$ cat src/rtl/com_uart.sv
// 8N1 UART endpoint for the COM data/status registers: one-byte transmitter and a
// single-byte receive holding register with sticky overrun and framing-error flags.
module com_uart #(
  parameter int unsigned CLKS_PER_BIT = 434
) (
  input  logic       clk50M,
  input  logic       rst,
  input  logic [7:0] tx_data,
  input  logic       enable_com_write,
  output logic       com_write_ready,
  output logic [7:0] rx_data,
  output logic       com_read_ready,
  input  logic       int_com_ack,
  output logic       rx_overrun,
  output logic       rx_frame_err,
  input  logic       uart_rxd,
  output logic       uart_txd
);

  localparam int unsigned CntW = $clog2(CLKS_PER_BIT);
  localparam logic [CntW-1:0] BitLast  = CntW'(CLKS_PER_BIT - 1);
  localparam logic [CntW-1:0] HalfLast = CntW'(CLKS_PER_BIT / 2 - 1);

  typedef enum logic [1:0] {TxIdle, TxStart, TxData, TxStop} tx_state_e;
  typedef enum logic [2:0] {RxIdle, RxStart, RxData, RxStop, RxWaitHigh} rx_state_e;

  tx_state_e       tx_state_q, tx_state_d;
  logic [CntW-1:0] tx_cnt_q, tx_cnt_d;
  logic [2:0]      tx_idx_q, tx_idx_d;
  logic [7:0]      tx_shreg_q, tx_shreg_d;

  rx_state_e       rx_state_q, rx_state_d;
  logic [CntW-1:0] rx_cnt_q, rx_cnt_d;
  logic [2:0]      rx_idx_q, rx_idx_d;
  logic [7:0]      rx_shreg_q, rx_shreg_d;
  logic [7:0]      rx_data_q, rx_data_d;
  logic            rd_ready_q, rd_ready_d;
  logic            overrun_q, overrun_d;
  logic            frame_err_q, frame_err_d;
  logic            rxd_meta_q, rxd_sync_q;

  // State registers
  always_ff @(posedge clk50M) begin
    if (rst) begin
      tx_state_q  <= TxIdle;
      tx_cnt_q    <= '0;
      tx_idx_q    <= '0;
      tx_shreg_q  <= '0;
      rx_state_q  <= RxIdle;
      rx_cnt_q    <= '0;
      rx_idx_q    <= '0;
      rx_shreg_q  <= '0;
      rx_data_q   <= '0;
      rd_ready_q  <= 1'b0;
      overrun_q   <= 1'b0;
      frame_err_q <= 1'b0;
      rxd_meta_q  <= 1'b1;
      rxd_sync_q  <= 1'b1;
    end else begin
      tx_state_q  <= tx_state_d;
      tx_cnt_q    <= tx_cnt_d;
      tx_idx_q    <= tx_idx_d;
      tx_shreg_q  <= tx_shreg_d;
      rx_state_q  <= rx_state_d;
      rx_cnt_q    <= rx_cnt_d;
      rx_idx_q    <= rx_idx_d;
      rx_shreg_q  <= rx_shreg_d;
      rx_data_q   <= rx_data_d;
      rd_ready_q  <= rd_ready_d;
      overrun_q   <= overrun_d;
      frame_err_q <= frame_err_d;
      rxd_meta_q  <= uart_rxd;
      rxd_sync_q  <= rxd_meta_q;
    end
  end

  // TX next state; strobes outside TxIdle are dropped
  always_comb begin
    tx_state_d = tx_state_q;
    tx_cnt_d   = tx_cnt_q;
    tx_idx_d   = tx_idx_q;
    tx_shreg_d = tx_shreg_q;
    case (tx_state_q)
      TxIdle: begin
        if (enable_com_write) begin
          tx_state_d = TxStart;
          tx_shreg_d = tx_data;
          tx_cnt_d   = '0;
        end
      end
      TxStart: begin
        if (tx_cnt_q == BitLast) begin
          tx_state_d = TxData;
          tx_cnt_d   = '0;
          tx_idx_d   = '0;
        end else begin
          tx_cnt_d = tx_cnt_q + 1'b1;
        end
      end
      TxData: begin
        if (tx_cnt_q == BitLast) begin
          tx_cnt_d = '0;
          if (tx_idx_q == 3'd7) tx_state_d = TxStop;
          else                  tx_idx_d   = tx_idx_q + 1'b1;
        end else begin
          tx_cnt_d = tx_cnt_q + 1'b1;
        end
      end
      TxStop: begin
        if (tx_cnt_q == BitLast) begin
          tx_state_d = TxIdle;
          tx_cnt_d   = '0;
        end else begin
          tx_cnt_d = tx_cnt_q + 1'b1;
        end
      end
      default: tx_state_d = TxIdle;
    endcase
  end

  // TX outputs
  always_comb begin
    uart_txd        = 1'b1;
    com_write_ready = 1'b0;
    case (tx_state_q)
      TxIdle:  com_write_ready = 1'b1;
      TxStart: uart_txd = 1'b0;
      TxData:  uart_txd = tx_shreg_q[tx_idx_q];
      default: uart_txd = 1'b1;
    endcase
  end

  // RX next state; a byte load on the same edge as an ack wins over the ack
  always_comb begin
    rx_state_d  = rx_state_q;
    rx_cnt_d    = rx_cnt_q;
    rx_idx_d    = rx_idx_q;
    rx_shreg_d  = rx_shreg_q;
    rx_data_d   = rx_data_q;
    rd_ready_d  = int_com_ack ? 1'b0 : rd_ready_q;
    overrun_d   = overrun_q;
    frame_err_d = frame_err_q;
    case (rx_state_q)
      RxIdle: begin
        if (!rxd_sync_q) begin
          rx_state_d = RxStart;
          rx_cnt_d   = '0;
        end
      end
      RxStart: begin
        if (rx_cnt_q == HalfLast) begin
          rx_cnt_d   = '0;
          rx_idx_d   = '0;
          rx_state_d = rxd_sync_q ? RxIdle : RxData;
        end else begin
          rx_cnt_d = rx_cnt_q + 1'b1;
        end
      end
      RxData: begin
        if (rx_cnt_q == BitLast) begin
          rx_cnt_d   = '0;
          rx_shreg_d = {rxd_sync_q, rx_shreg_q[7:1]};
          if (rx_idx_q == 3'd7) rx_state_d = RxStop;
          else                  rx_idx_d   = rx_idx_q + 1'b1;
        end else begin
          rx_cnt_d = rx_cnt_q + 1'b1;
        end
      end
      RxStop: begin
        if (rx_cnt_q == BitLast) begin
          rx_cnt_d = '0;
          if (rxd_sync_q) begin
            rx_data_d  = rx_shreg_q;
            rd_ready_d = 1'b1;
            if (rd_ready_q && !int_com_ack) overrun_d = 1'b1;
            rx_state_d = RxIdle;
          end else begin
            frame_err_d = 1'b1;
            rx_state_d  = RxWaitHigh;
          end
        end else begin
          rx_cnt_d = rx_cnt_q + 1'b1;
        end
      end
      RxWaitHigh: begin
        // Hold off until the line idles so a break yields a single error
        if (rxd_sync_q) rx_state_d = RxIdle;
      end
      default: rx_state_d = RxIdle;
    endcase
  end

  // RX outputs
  always_comb begin
    rx_data        = rx_data_q;
    com_read_ready = rd_ready_q;
    rx_overrun     = overrun_q;
    rx_frame_err   = frame_err_q;
  end

endmodule
$ cat config.mk
export PLATFORM = sky130hd
export DESIGN_NAME = com_uart
export DESIGN_NICKNAME = d
export VERILOG_FILES = /design/src/rtl/com_uart.sv
export SDC_FILE = /design/constraint.sdc
export NUM_CORES = 1
export LEC_CHECK = 0
export ABC_AREA = 1
export CAP_MARGIN = 15
export CORE_UTILIZATION = 61
export DETAILED_ROUTE_END_ITERATION = 10
export PLACE_DENSITY = 0.84
export RECOVER_POWER = 100
export SLEW_MARGIN = 20
export SYNTH_ARGS = -nofsm -noshare
export SYNTH_HDL_FRONTEND = slang
export SYNTH_SLANG_ARGS = --single-unit
$ cat constraint.sdc
create_clock -name clk50M -period 2.7 [get_ports clk50M]
set_input_delay 0.81 -clock clk50M [delete_from_list [all_inputs] [get_ports clk50M]]
set_output_delay 0.81 -clock clk50M [all_outputs]
set_load 0.005 [all_outputs]
==> flow_summary.toml, run 1 <==
[run_status]
outcome = "complete, no violations"

[placed_design]
portBuffers = 25
post-place-cells = 469
place.gp.congestion = 0.868
dpl_cell_area_um2 = 3130
dp_hpwl_um = 4020

[sta]
min_period_ns = 2.39
period_share_pct = 88.5
fmax_mhz = 419
setup_viol = 0
fin_worst_skew_ns = 0.00855
finalHoldViolations = 0
worst_pin_slew_ns = 0.682
fin_setup_tns_ns = 0
rsz0062_at_grt = "false"
relSlewSlack_pct = 54.5
slew_violations = 0

[synth]
yosys_register_bits = 58
synth.most_common_cell = "nor2_1"
synthCells = 396
syn_area_per_cell_um2 = 7.13
synth_area_leaders = "dfxtp_1, nor2_1, nand2_1"
synth_edf_count = 0
synth_fp_nets = 423
netlist_area_um2 = 2820
async_flop_share_pct = 0
synth_top_area_share_pct = 41.1
yosysWarnings = 0
synth_common_cells = "nor2_1, nand2_1, dfxtp_1"
ys_types = 33
yosys.area.top_type = "dfxtp_1"
ys_seq_area_share_pct = 41.1
ys.flop_type = "dfxtp_1"

[cts]
cts_setup_buffers = 0
htreeDepth = 3
root_buffer = "clkbuf_8"
cts_sinks = 58
cts_tree = "built"
clock_latency_ns = 0.34
cts_made_buffers = 9
ctsHoldBuffers = 0
clk_pin_slew_ns = 0.06
cts_max_path_buffers = 2

[worst_hold_path]
worstHoldPathType = "flip-flop to flip-flop"
worstHoldPathCells = 1

[setup_path]
arrival_ns = 1.58
critPathLaunchType = "flip-flop"
crit_type = "flip-flop to primary output"
critPathMaxFanout = 4
reg2reg_depth = 8
end_kind = "primary output"
worstPathRequired_ns = 1.89

[floorplanning]
die_h_um = 70.0
core_area_um2 = 4410
fp-row-count = 24
ios = 26
start_util_pct = 64.0
die_area_um2 = 4910
die_w_um = 70.0

[power_and_ir_drop]
ir_drop_uv = 465
leakage_nw = 1.42
power_w = 0.00258
p_per_area_nw_per_um2 = 775

[grt]
grt_usage_pct = 25.7
overflow = 0
antenna_found_initial = 0
grt_max_degree = 17
first_global_vias = 2432
grt_pass1_wl_um = 10000

[routing]
drc = 0
via_per_inst = 5.34
finalWirelength_um = 5800
vias = 2583
ant_nets = 0
drt_pass1_iterations = 4
wl_per_cell_um = 12.0
drtIter0Drc = 95

[cells_and_area]
diodes = 0
fillers = 337
final_nets = 455
layout-drive-gt1-share_pct = 8.56
area_delta_synth_final_pct = 18.0
instances_no_fill = 484
design_area_um2 = 3330

[run]
cap_viol_max_count = 0
## logic make-up after synthesis
family,count (synthesis),share of synthesized area (%)
simple gates,201,31.1
compound gates,71,13.8
flops,58,41.1
buf+inv,50,7.13
fa+ha+maj,14,6.20
xor+xnor,2,0.620
## final timing paths
| kind | slack, ns | from | end |
|---|---|---|---|
| worst min register to register | 0.41 | rxd_meta_q$_SDFF_PP1_ | rxd_sync_q$_SDFF_PP1_ |
| worst max register to register | 0.63 | rx_cnt_q[0]$_SDFFE_PP0P_ | rx_cnt_q[4]$_SDFFE_PP0P_ |
| worst min-delay path | 0.41 | rxd_meta_q$_SDFF_PP1_ | rxd_sync_q$_SDFF_PP1_ |
| worst max-delay path | 0.31 | tx_state_q[1]$_SDFFE_PP0P_ | com_write_ready |
## critical path: stages (launching register included)
cell           delay [ns]
dfxtp_2              0.36
inv_1                0.09
ha_1                 0.21
dlygate4sd3_1        0.58
## power by group
part           internal, W  switching (W)  leakage, nW
Clock             0.000547       0.000319        0.115
Combinational     0.000258       0.000448        0.834
Sequential        0.000939      0.0000729        0.471
## layout by cell type (no fill, tap or decap), types with 2 or more instances in the layout
cell type         n
dlygate4sd3_1    14
o21a_1            3
clkdlybuf4s50_1  10
nor3_1           10
nor2_4            2
dfxtp_2           2
nand2_1          70
inv_2             5
inv_1            37
xor2_1            2
a21oi_1          25
nand3_1          18
clkbuf_1          4
nand4_1           5
dfxtp_1          56
nor2_1           83
o21ai_0          37
clkbuf_8         14
ha_1             13
or2_2             7
## flip-flops by register name (all words and copies together) (netlist names)
name	flops
rxd_meta_q	1
rx_frame_err	1
tx_shreg_q	8
tx_cnt_q	9
rx_idx_q	3
rx_cnt_q	9
com_read_ready	1
tx_state_q	2
rx_overrun	1
tx_idx_q	3
rx_state_q	3
rx_data	8
rx_shreg_q	8
rxd_sync_q	1
## per-layer routing
metal | track usage, % | routed length [um] | up-vias
li1 | - | - | 1350
met1 | 28.4 | 2550 | 1164
met2 | 45.9 | 2890 | 58
met3 | 6.49 | 240 | 11
met4 | 12.0 | 115 | 0
met5 | 0 | 0 | -
## layout make-up
type	count	area (um^2)	share of cell area (%)
Multi-Input combinational cell	288	1460	43.7
Sequential cell	58	1160	34.9
Timing Repair Buffer	29	268	8.04
Clock buffer	14	193	5.78
Inverter	42	158	4.73
Tap cell	52	65.1	1.95
Clock inverter	1	30.0	0.901
## per-stage QoR
stage | utilization (%) | setup slack, ns | hold WS, ns
floorplan | - | 0.801 | 0.389
global placement | 70.8 | 0.274 | 0.393
detailed placement | 70.8 | 0.202 | 0.406
CTS | 76.2 | 0.0142 | 0.419
global route | 75.5 | 0.188 | 0.421
finish | 75.5 | 0.312 | 0.414
## timing repair
item                                    CTS  global route
gates resized for setup                   5             2
endpoints found under the hold margin     0             0
cloned                                    0             0
endpoints found under the setup margin    1             1
(Power assumes the default switching activity.)
==> run 2: changes to the inputs <==
ABC_AREA = 0   (was 1)
SLEW_MARGIN = 25   (was 20)
==> run 2 against run 1 <==
  * Total power down 14%
  * Cell count decreased by 18%
  * First-iteration DRC count grew 68%
  * Largest power group unchanged
  * Synthesized cell count decreased by 20%
==> flow_summary.toml, run 2 <==
[run_status]
outcome = "complete, no violations"

[synth]
synth_area_leaders = "dfxtp_1, mux2i_1, nand2_1"
yosys.area.top_type = "dfxtp_1"
synth_fp_nets = 345
ys_seq_area_share_pct = 41.9
synthCells = 318
synth_top_area_share_pct = 41.9
synth_edf_count = 0
yosysWarnings = 0
netlist_area_um2 = 2770
synth_common_cells = "dfxtp_1, nand2_1, a21oi_1"
async_flop_share_pct = 0
ys.flop_type = "dfxtp_1"
ys_types = 47
synth.most_common_cell = "dfxtp_1"
yosys_register_bits = 58
syn_area_per_cell_um2 = 8.72

[cts]
cts_made_buffers = 9
cts_sinks = 58
cts_setup_buffers = 0
htreeDepth = 3
clock_latency_ns = 0.34
cts_tree = "built"
root_buffer = "clkbuf_8"
clk_pin_slew_ns = 0.06
cts_max_path_buffers = 2
ctsHoldBuffers = 0

[floorplanning]
fp-row-count = 24
die_w_um = 69.4
ios = 26
die_area_um2 = 4820
core_area_um2 = 4350
die_h_um = 69.4
start_util_pct = 63.7

[setup_path]
end_kind = "primary output"
critPathLaunchType = "flip-flop"
arrival_ns = 1.74
crit_type = "flip-flop to primary output"
rr_endpoint = "rx_data[6]$_SDFFE_PP0P_"
cpPeakStageDelay_ns = 0.49
reg2reg_depth = 4
crit_chain = "mux4_2, mux2i_1, mux2i_1, dlygate4sd2_1"
timing.rr.start = "rx_cnt_q[2]$_SDFFE_PP0P_"
worstPathRequired_ns = 1.89
critPathMaxFanout = 5
rrSetupSlack_ns = 0.56
critPathSlowestCell = "mux4_2"
cp_common_cell = "mux2i_1"

[power_and_ir_drop]
ir_drop_uv = 380
p_per_area_nw_per_um2 = 677
leakage_nw = 1.20
power_w = 0.00222

[cells_and_area]
final_cell_mix = "dfxtp_1, nand2_1, a21oi_1"
reg.largest.list = "rx_cnt_q x9, tx_cnt_q x9"
layout_commonest_cell = "dfxtp_1"
diodes = 0
area_delta_synth_final_pct = 18.1
instances_no_fill = 399
fillers = 314
layout-drive-gt1-share_pct = 8.36
fin_util_pct = 75.3
final_nets = 369

[grt]
first_global_vias = 2155
overflow = 0
antenna_found_initial = 0
grt_max_degree = 40
grt_usage_pct = 24.8
grt_pass1_wl_um = 9650

[sta]
min_period_ns = 2.55
fin_worst_skew_ns = 0.00523
fmax_mhz = 392
slew_violations = 0
setup_viol = 0
period_share_pct = 94.5
finalHoldViolations = 0
relSlewSlack_pct = 47.3
worst_pin_slew_ns = 0.791
rsz0062_at_grt = "false"
fin_setup_tns_ns = 0

[routing]
ant_nets = 0
drt_pass1_iterations = 4
via_per_inst = 5.84
finalWirelength_um = 5600
wl_per_cell_um = 14.0
vias = 2331
drc = 0
drtIter0Drc = 160

[worst_hold_path]
worstHoldStart = "rxd_meta_q$_SDFF_PP1_"
min_to = "rxd_sync_q$_SDFF_PP1_"
worstHoldPathCells = 1
worstHoldPathType = "flip-flop to flip-flop"

[run]
cap_viol_max_count = 0

[placed_design]
portBuffers = 25
post-place-cells = 383
place.gp.congestion = 0.827
dp_hpwl_um = 3730
## run 2: worst max-delay path, delay by kind of cell (launching register included)
family / cells / cell delay [ns]
buf+inv: 1 / 0.27
flops: 1 / 0.38
mux: 3 / 0.76
## run 2: area by class of cell
type / count / area (um^2) / share of cell area [%]
clock buffers: 11 / 141 / 4.31
clock inverters: 5 / 77.6 / 2.37
inverters: 9 / 33.8 / 1.03
multi-input cells: 233 / 1510 / 46.0
flip-flops and latches: 58 / 1160 / 35.5
well taps: 52 / 65.1 / 1.99
repair buffers: 31 / 288 / 8.78
## run 2: report_power, final
group,total [W],switching [W],internal [W]
Clock,0.000886,0.000345,0.000542
Sequential,0.000941,0.0000392,0.000902
Combinational,0.000392,0.000220,0.000172
Total,0.00222,0.000604,0.00162
## run 2: how the worst max path moves through the flow
stage,to,from,cells past startpoint,slack [ns]
after global placement,uart_txd,tx_idx_q[0]$_SDFFE_PP0P_,4,0.28
after floorplan,tx_state_q[1]$_SDFFE_PP0P_,enable_com_write,6,0.45
after CTS,uart_txd,tx_idx_q[0]$_SDFFE_PP0P_,4,0.15
final,uart_txd,tx_idx_q[0]$_SDFFE_PP0P_,4,0.15
after detailed placement,uart_txd,tx_idx_q[0]$_SDFFE_PP0P_,4,0.25
after global routing,uart_txd,tx_idx_q[0]$_SDFFE_PP0P_,4,0.11
## run 2: routing by layer
layer,vias to the layer above,wire length [um],global-route usage [%]
met5,-,0,0
met4,0,122,13.6
met3,12,221,4.65
met2,56,2730,39.3
met1,1094,2520,31.9
li1,1169,-,-
## run 2: cell families after synthesis
group | share of synthesized area, %
buffers and inverters | 3.83
muxes | 9.20
xor gates and xnor gates | 1.89
DFF | 41.9
and+or+nand+nor | 23.3
AOI/OAI and AO/OA | 13.6
adders and majority gates | 6.31
## run 2: repair_timing
item / CTS / global route
gates resized for setup: 3 / 0
endpoints found under the setup margin: 1 / 0
endpoints found under the hold margin: 0 / 0
## run 2: through the flow
stage                     hold slack, ns  worst slack, ns  instance area, um^2
final                              0.426            0.149                 3280
after global routing               0.447            0.114                 3280
after CTS                          0.435            0.145                 3300
after detailed placement           0.421            0.248                 3070
after global placement             0.400            0.277                 3070
after floorplan                    0.389            0.445                 2770
==> edit (settings of run 1) <==
Encoding of `tx_state_e`: now one-hot (4 bits for 4 states).
--- a/src/rtl/com_uart.sv
+++ b/src/rtl/com_uart.sv
@@ -21,7 +21,7 @@
   localparam logic [CntW-1:0] BitLast  = CntW'(CLKS_PER_BIT - 1);
   localparam logic [CntW-1:0] HalfLast = CntW'(CLKS_PER_BIT / 2 - 1);
 
-  typedef enum logic [1:0] {TxIdle, TxStart, TxData, TxStop} tx_state_e;
+  typedef enum logic [3:0] {TxIdle = 4'b0001, TxStart = 4'b0010, TxData = 4'b0100, TxStop = 4'b1000} tx_state_e;
   typedef enum logic [2:0] {RxIdle, RxStart, RxData, RxStop, RxWaitHigh} rx_state_e;
 
   tx_state_e       tx_state_q, tx_state_d;
Function: no difference found for any inputs over 10 cycles, from zero or initial values and one cycle with rst high; not proved beyond that.
==> edit against run 1 <==
Routed wire length down 0.47%; setup slack got worse by 0.17 ns; final area rose by 5.0%; non-clock buffer count shrank 2; total power down 0.45%; sequential cell count up 2; register-to-register slack gained 0.19 ns; synthesized area rose by 5.7%; critical endpoint is now uart_txd; largest power group unchanged; highest routed layer unchanged.
==> edit: results (changes against run 1) <==
[global_route]
grt_pass1_vias=2419  ; was 2432
track_usage=0.251  ; was 0.257
grt_max_degree=30  ; was 17

[setup_path]
worstPathArrival_ns=1.75  ; was 1.58 ns
r2r-end=tx_cnt_q[2]  ; was rx_cnt_q[4]
ff2ff_setup_slack_ns=0.82  ; was 0.63 ns
crit_slowest_cell=clkdlybuf4s50_1  ; was dlygate4sd3_1
path_max_fanout=5  ; was 4
crit_end=uart_txd  ; was com_write_ready
critical-path-max-stage-delay_ns=0.44  ; was 0.58 ns
crit_family=simple AND/OR/NAND/NOR gates  ; was buffers and inverters

[route]
routedWlPerCell_um=11.0  ; was 12.0 um
drt_iter0_markers=100  ; was 95

[placement]
hpwl_mm=4.17  ; was 4.02 mm
dpl_cell_area_um2=3290  ; was 3130 um^2
dp_cells=509  ; was 469
dp_slack_ns=0.435  ; was 0.202 ns
gp_congestion=0.829  ; was 0.868

[cts]
post_cts_resized=0  ; was 5

[status]
status=finished clean  ; unchanged

[synthesis]
yosysSeqAreaShare=0.403  ; was 0.411
yosys-top-cells-area=dfxtp_1, nand2_1, nor2_1, inv_1, a21oi_1  ; was dfxtp_1, nor2_1, nand2_1, ha_1, o21ai_0
synthTopCellsByCount=nand2_1, nor2_1, dfxtp_1, inv_1, a21oi_1  ; was nor2_1, nand2_1, dfxtp_1, inv_1, o21ai_0

[final_layout]
fillerInstances=370  ; was 337
final_nets=475  ; was 455

[power]
switching_share=0.321  ; was 0.325
p_sw_uw=826  ; was 840 uW
ir_drop_v=0.000455  ; was 0.000465 V

[timing]
whs_ns=0.409  ; was 0.414 ns
timing.final.crit_period_ns=2.56  ; was 2.39 ns

==> edit: cell families (layout without fill, tap and decap cells) <==
| group | after synthesis | count (layout) | synth area share |
|---|---|---|---|
| and+or+nand+nor | 193 | 193 | 0.295 |
| AOI/OAI and AO/OA | 86 | 86 | 0.152 |
| buffers and inverters | 72 | 105 | 0.0985 |
| DFF | 60 | 60 | 0.403 |
| adders and majority gates | 9 | 9 | 0.0377 |
| xor gates and xnor gates | 5 | 5 | 0.0147 |
==> edit: routing by layer <==
metal  share of wire  GRT usage  vias to the layer above
li1                -          -                     1412
met1            0.48      0.318                     1193
met2            0.47      0.412                       36
met3           0.026     0.0375                       12
met4           0.024      0.144                        0
met5               0          0                        -
==> edit: cell type report <==
cell class,count,area (um^2),area share
clock buffers,12,145,0.0415
clock inverters,4,72.6,0.0207
inverters,62,236,0.0676
multi-input cells,293,1480,0.424
flip-flops and latches,60,1200,0.344
well taps,67,83.8,0.0240
repair buffers,27,274,0.0783
